<file path="src/rtl/adat_rx_output_interface.sv">
// ADAT receiver back-end: assembles 8-channel frames, classifies sample rate, word clock and lock.
// Optional watchdog on missing data: define ADAT_RX_OUTPUT_TIMEOUT_EN.
package adat_rx_adat_pkg;
    typedef enum logic [1:0] {
        SampleRate_Unknown     = 2'd0,
        SampleRate_Rate44_1kHz = 2'd1,
        SampleRate_Rate48kHz   = 2'd2
    } SampleRate;
endpackage

module adat_rx_output_interface
    import adat_rx_adat_pkg::*;
#(
    parameter int unsigned LOCK_FRAMES = 4,
    parameter int unsigned T48_MIN     = 1946,
    parameter int unsigned T48_MAX     = 2138,
    parameter int unsigned T44_MIN     = 2139,
    parameter int unsigned T44_MAX     = 2340
`ifdef ADAT_RX_OUTPUT_TIMEOUT_EN
    ,
    parameter int unsigned TIMEOUT_CYC = 4096
`endif
) (
    input  logic        i_clk,
    input  logic        i_rst,
    input  logic [11:0] i_frame_time,
    input  logic [23:0] i_data,
    input  logic [2:0]  i_channel,
    input  logic        i_data_valid,
    input  logic        i_sync,
    output SampleRate   o_sample_rate,
    output logic        o_word_clk,
    output logic [23:0] o_channels [0:7],
    output logic        o_valid,
    output logic        o_locked
);
    localparam int unsigned FTW = 12;
    localparam int unsigned DW  = 24;
    localparam int unsigned CW  = $clog2(LOCK_FRAMES + 1);
    localparam logic [FTW-1:0] T48_LO   = FTW'(T48_MIN);
    localparam logic [FTW-1:0] T48_HI   = FTW'(T48_MAX);
    localparam logic [FTW-1:0] T44_LO   = FTW'(T44_MIN);
    localparam logic [FTW-1:0] T44_HI   = FTW'(T44_MAX);
    localparam logic [CW-1:0]  LOCK_CNT = CW'(LOCK_FRAMES);

    SampleRate          rate_q, rate_d;
    logic [2:0]         exp_q, exp_d;
    logic [CW-1:0]      cnt_q, cnt_d;
    logic               locked_q, locked_d;
    logic               valid_q, valid_d;
    logic               wclk_q, wclk_d;
    logic [FTW-1:0]     half_q, half_d;
    logic [DW-1:0]      shadow_q [0:6];
    logic [DW-1:0]      shadow_d [0:6];
    logic [DW-1:0]      chans_q [0:7];
    logic [DW-1:0]      chans_d [0:7];
    logic               frame_done;
    logic               frame_err;

`ifdef ADAT_RX_OUTPUT_TIMEOUT_EN
    localparam int unsigned WW = $clog2(TIMEOUT_CYC + 1);
    localparam logic [WW-1:0] WDOG_MAX = WW'(TIMEOUT_CYC);
    logic [WW-1:0]      wdog_q, wdog_d;
    logic               tmo_q, tmo_d;
    logic               tmo_hit;
`endif

    always_comb begin
        rate_d     = SampleRate_Unknown;
        exp_d      = exp_q;
        cnt_d      = cnt_q;
        locked_d   = locked_q;
        valid_d    = 1'b0;
        wclk_d     = wclk_q;
        half_d     = half_q;
        shadow_d   = shadow_q;
        chans_d    = chans_q;
        frame_err  = 1'b0;
        frame_done = 1'b0;
`ifdef ADAT_RX_OUTPUT_TIMEOUT_EN
        wdog_d  = wdog_q;
        tmo_d   = tmo_q;
        tmo_hit = 1'b0;
        if (i_data_valid) begin
            wdog_d = '0;
            tmo_d  = 1'b0;
        end else if (wdog_q != WDOG_MAX) begin
            wdog_d = wdog_q + WW'(1);
        end
        if (!i_data_valid && wdog_d == WDOG_MAX) begin
            tmo_hit = 1'b1;
            tmo_d   = 1'b1;
        end
`endif

        if (!i_sync) begin
            rate_d = SampleRate_Unknown;
        end else if (i_frame_time >= T48_LO && i_frame_time <= T48_HI) begin
            rate_d = SampleRate_Rate48kHz;
        end else if (i_frame_time >= T44_LO && i_frame_time <= T44_HI) begin
            rate_d = SampleRate_Rate44_1kHz;
        end
`ifdef ADAT_RX_OUTPUT_TIMEOUT_EN
        if (tmo_d) rate_d = SampleRate_Unknown;
`endif

        // Channel 7 never needs a shadow; it goes straight into the output frame.
        if (i_data_valid) begin
            for (int k = 0; k < 7; k++) begin
                if (i_channel == 3'(k)) shadow_d[k] = i_data;
            end
            if (i_channel == exp_q) begin
                exp_d = exp_q + 3'd1;
            end else begin
                frame_err = 1'b1;
                exp_d     = (i_channel == 3'd0) ? 3'd1 : 3'd0;
            end
        end

        frame_done = i_data_valid && (i_channel == 3'd7) && (exp_q == 3'd7);
        if (frame_done) begin
            for (int k = 0; k < 7; k++) chans_d[k] = shadow_q[k];
            chans_d[7] = i_data;
            valid_d    = 1'b1;
            if (cnt_q != LOCK_CNT) cnt_d = cnt_q + CW'(1);
        end

        if (frame_err || !i_sync || rate_q == SampleRate_Unknown) cnt_d = '0;
`ifdef ADAT_RX_OUTPUT_TIMEOUT_EN
        if (tmo_hit) begin
            cnt_d = '0;
            exp_d = '0;
        end
`endif
        locked_d = (cnt_d == LOCK_CNT);

        // Word clock stays high for half the measured frame period after each frame.
        if (frame_done) begin
            wclk_d = 1'b1;
            half_d = i_frame_time >> 1;
        end else if (half_q != '0) begin
            half_d = half_q - FTW'(1);
            if (half_q == FTW'(1)) wclk_d = 1'b0;
        end else begin
            wclk_d = 1'b0;
        end
    end

    always_ff @(posedge i_clk) begin
        if (i_rst) begin
            rate_q   <= SampleRate_Unknown;
            exp_q    <= '0;
            cnt_q    <= '0;
            locked_q <= 1'b0;
            valid_q  <= 1'b0;
            wclk_q   <= 1'b0;
            half_q   <= '0;
            shadow_q <= '{default: '0};
            chans_q  <= '{default: '0};
`ifdef ADAT_RX_OUTPUT_TIMEOUT_EN
            wdog_q   <= '0;
            tmo_q    <= 1'b0;
`endif
        end else begin
            rate_q   <= rate_d;
            exp_q    <= exp_d;
            cnt_q    <= cnt_d;
            locked_q <= locked_d;
            valid_q  <= valid_d;
            wclk_q   <= wclk_d;
            half_q   <= half_d;
            shadow_q <= shadow_d;
            chans_q  <= chans_d;
`ifdef ADAT_RX_OUTPUT_TIMEOUT_EN
            wdog_q   <= wdog_d;
            tmo_q    <= tmo_d;
`endif
        end
    end

    assign o_sample_rate = rate_q;
    assign o_word_clk    = wclk_q;
    assign o_channels    = chans_q;
    assign o_valid       = valid_q;
    assign o_locked      = locked_q;

endmodule

</file>
<file path="config.mk">
export PLATFORM = sky130hd
export DESIGN_NAME = adat_rx_output_interface
export DESIGN_NICKNAME = d
export VERILOG_FILES = /design/src/rtl/adat_rx_output_interface.sv
export SDC_FILE = /design/constraint.sdc
export NUM_CORES = 1
export LEC_CHECK = 0
export BUFFER_PORTS_ARGS = -buffer_cell sky130_fd_sc_hd__clkbuf_2
export CAP_MARGIN = 20
export CORE_ASPECT_RATIO = 0.75
export CORE_MARGIN = 4
export CORE_UTILIZATION = 40
export CTS_CLUSTER_DIAMETER = 30
export DETAILED_ROUTE_END_ITERATION = 10
export SYNTH_ARGS = -nofsm -noshare
export SYNTH_HDL_FRONTEND = slang
export SYNTH_SLANG_ARGS = --single-unit
</file>
<file path="constraint.sdc">
create_clock -name i_clk -period 4.9 [get_ports i_clk]
set_clock_uncertainty 0.1 [all_clocks]
set_input_delay 0.98 -clock i_clk [delete_from_list [all_inputs] [get_ports i_clk]]
set_output_delay 0.98 -clock i_clk [all_outputs]
set_load 0.02 [all_outputs]
</file>
==> flow_summary.toml <==
[power_and_ir_drop]
p_switching_mw = 2.02
power_mw = 8.77
power.share.sequential_pct = 36.8
clockPowerShare_pct = 57.5
power_density_mw_per_mm2 = 498
p_int_mw = 6.75
switching_share_pct = 23.0
power_frac_comb_pct = 5.6
ir_drop_mv = 0.291
p_leak_nw = 6.60

[die]
die_h_um = 169
io_pins = 240
core_mm2 = 0.0337
rows = 58
start_util_pct = 40.7
dieArea_mm2 = 0.0374
die_width_um = 222

[sta]
hold_viol_final = 0
worst_pin_slew_ns = 1.08
relSlewSlack_pct = 27.8
rsz0062_at_grt = "false"
period_minus_slack_ns = 2.65
report.final.setup_viol = 0
finalCritPeriodShare_pct = 54.2
max_freq_mhz = 377
drv_slew = 0
fin_tns_setup_ns = 0
hold_slack_ns = 0.341

[hold_path]
worstHoldPathType = "flip-flop to flip-flop"
hold_end = "o_channels[115]$_SDFFE_PP0N_"
min_from = "shadow_q[91]$_SDFFE_PP0P_"
whs_path_depth = 2

[final_layout]
final.fill_count = 3271
diodes = 0
drive_gt1_share_pct = 19.4
syn2layout_area_growth_pct = 28.1
nets = 1995

[grt]
overflow = 0
grtUsageMet1_pct = 31.1
track_usage_pct = 22.1
grt_pass1_vias = 11500
met3_usage_pct = 4.56
antenna_found_initial = 1
grt_pass1_wl_um = 65700
use_met2_pct = 34.7
busiest_layer = "met2"
grt_max_degree = 188

[setup_path]
rr_startpoint = "exp_q[0]$_SDFFE_PP0P_"
rr_endpoint = "o_channels[166]$_SDFFE_PP0N_"
reg2reg_slack_ns = 2.25
cp-start-kind = "flip-flop"
endpoint_kind = "flip-flop"
critPathRequiredTime_ns = 5.27
worstPathMaxFanout = 47
worstSetupPathType = "flip-flop to flip-flop"
reg2reg_depth = 8
cp_data_arrival_time_ns = 3.03

[route]
final_antenna_net_count = 0
wire_per_inst_um = 17.7
drt-initial-drc-count = 1218
drt_wl_total_um = 43300
dr.pass1.iters = 5
vias_per_cell = 5.06
via_count = 12400
drc_errors = 0

[synthesis]
avgSynthCellArea_um2 = 7.81
synth_seq_cells = 383
yosysUniqueCellTypes = 37
netlist_instances = 1760
synth_edf_count = 0
synthFlopType = "dfxtp_1"
synth_area_mm2 = 0.0137
yosys_warnings = 0
synth_nets = 1810
async_flop_share_pct = 0
seq_area_frac_synth_pct = 55.8

[clock_tree]
cts_resized = 0
clk_latency_ns = 0.56
max-clock-path-buffers = 3
cts_tree = "built"
cts_made_buffers = 72
cts_hold_buf = 0
cts_setup_buffers = 0
clock_sinks = 383
htreeDepth = 3
clk_pin_slew_worst_paths_ns = 0.05
root_buffer = "clkbuf_16"

[placement]
hpwl_um = 26000
port_buffers = 239
gp_congestion = 0.800

[outcome]
status = "finished, final reports clean"

[job]
cap_viol_max_count = 0
[cells in the mapped netlist, types with 2 or more instances]
| cell type | count | area share, % |
|---|---|---|
| nor4_1 | 2 | 0.091 |
| nand4b_1 | 2 | 0.13 |
| nand3_1 | 13 | 0.47 |
| nor2b_1 | 5 | 0.23 |
| nor3_1 | 9 | 0.33 |
| a211o_1 | 2 | 0.13 |
| inv_1 | 6 | 0.16 |
| nor2_1 | 23 | 0.63 |
| nand2_1 | 737 | 20 |
| buf_2 | 12 | 0.44 |
| o21ai_0 | 3 | 0.11 |
| o211ai_1 | 3 | 0.16 |
| or4_4 | 2 | 0.16 |
| dfxtp_1 | 383 | 56 |
| and3_1 | 3 | 0.14 |
| a21oi_1 | 376 | 14 |
| buf_1 | 4 | 0.11 |
| o31ai_1 | 3 | 0.16 |
| xor2_1 | 6 | 0.38 |
| buf_4 | 24 | 1.3 |
| nand2b_1 | 7 | 0.32 |
| a22oi_1 | 5 | 0.27 |
| clkbuf_1 | 104 | 2.8 |
| ha_1 | 7 | 0.64 |
| xnor2_1 | 7 | 0.45 |
[per-layer routing]
metal	share of wire, %	routed length [µm]
met5	0	0
met4	2.2	962
met3	6.8	2950
met1	45	19700
met2	45	19700
[power groups by stage]
stage	clock [mW]	sequential [mW]	combinational (mW)
final	5.05	3.23	0.495
after global routing	5.29	3.23	0.539
after CTS	5.13	3.23	0.492
after detailed placement	0	3.29	0.488
after global placement	0	3.29	0.482
after floorplan	0	3.28	0.358
[cells by family after synthesis]
logic type,Yosys count,share of synthesized area [%]
adder cells (fa/ha/maj),7,0.637
AND/OR/NAND/NOR,810,23.0
buffers and inverters,150,4.86
AO/OA/AOI/OAI,397,14.9
flip-flops,383,55.8
XOR/XNOR,13,0.828
[worst max-delay path, stage by stage (launching register included)]
cell,delay (ns)
dfxtp_1,0.39
ha_1,0.19
ha_1,0.16
and3_1,0.24
nor2b_4,0.20
buf_4,0.43
buf_4,0.54
nand2_1,0.11
a21oi_1,0.16
[cells in the final DEF (no fill, tap or decap), types with 7 or more instances in the layout]
cell type   netlist  layout
a21oi_1         376     376
buf_4            24      10
bufinv_16         0      10
clkbuf_16         0      73
clkbuf_2          0     238
clkbuf_8          0       8
clkinv_2          0      10
clkinvlp_4        0      12
dfxtp_1         383     383
ha_1              7       7
nand2_1         737     737
nand2b_1          7       7
nand3_1          13      12
nor2_1           23      22
nor3_1            9       7
xnor2_1           7       7
[registers in the layout, summed over array words and instances, names as in the netlist]
register / flops
o_channels: 192
shadow_q: 168
half_q: 12
cnt_q: 3
exp_q: 3
o_sample_rate: 2
o_locked: 1
o_valid: 1
o_word_clk: 1
[cell type report]
| cell class | instances | area (µm²) | area share [%] |
|---|---|---|---|
| Clock buffer | 87 | 1960 | 11.1 |
| Sequential cell | 383 | 7670 | 43.6 |
| Timing Repair Buffer | 255 | 1390 | 7.87 |
| Inverter | 6 | 22.5 | 0.128 |
| Multi-Input combinational cell | 1227 | 5440 | 30.9 |
| Clock inverter | 43 | 563 | 3.20 |
| Tap cell | 450 | 563 | 3.20 |
[per-stage QoR]
stage                     cells  setup slack (ns)  utilization [%]  instance area [µm²]
after floorplan            1760              2.47                -                13700
after global placement     2318              1.85             44.6                15000
after detailed placement   2319              1.75             44.6                15100
after CTS                  2449              2.24             52.1                17600
after global routing       2451              2.06             52.2                17600
final                      2451              2.25             52.2                17600
[worst max-delay path by stage]
| stage | from | to | slack (ns) | depth (start not counted) |
|---|---|---|---|---|
| after global routing | exp_q[0]$_SDFFE_PP0P_ | o_channels[183]$_SDFFE_PP0N_ | 2.06 | 8 |
| after floorplan | i_channel[0] | o_channels[172]$_SDFFE_PP0N_ | 2.47 | 8 |
| final | exp_q[0]$_SDFFE_PP0P_ | o_channels[166]$_SDFFE_PP0N_ | 2.25 | 8 |
| after global placement | i_channel[2] | o_channels[175]$_SDFFE_PP0N_ | 1.85 | 7 |
| after CTS | exp_q[0]$_SDFFE_PP0P_ | o_channels[166]$_SDFFE_PP0N_ | 2.24 | 8 |
| after detailed placement | i_data_valid | shadow_q[7]$_SDFFE_PP0P_ | 1.75 | 5 |
Note: power is estimated with default switching activity, not from simulation.
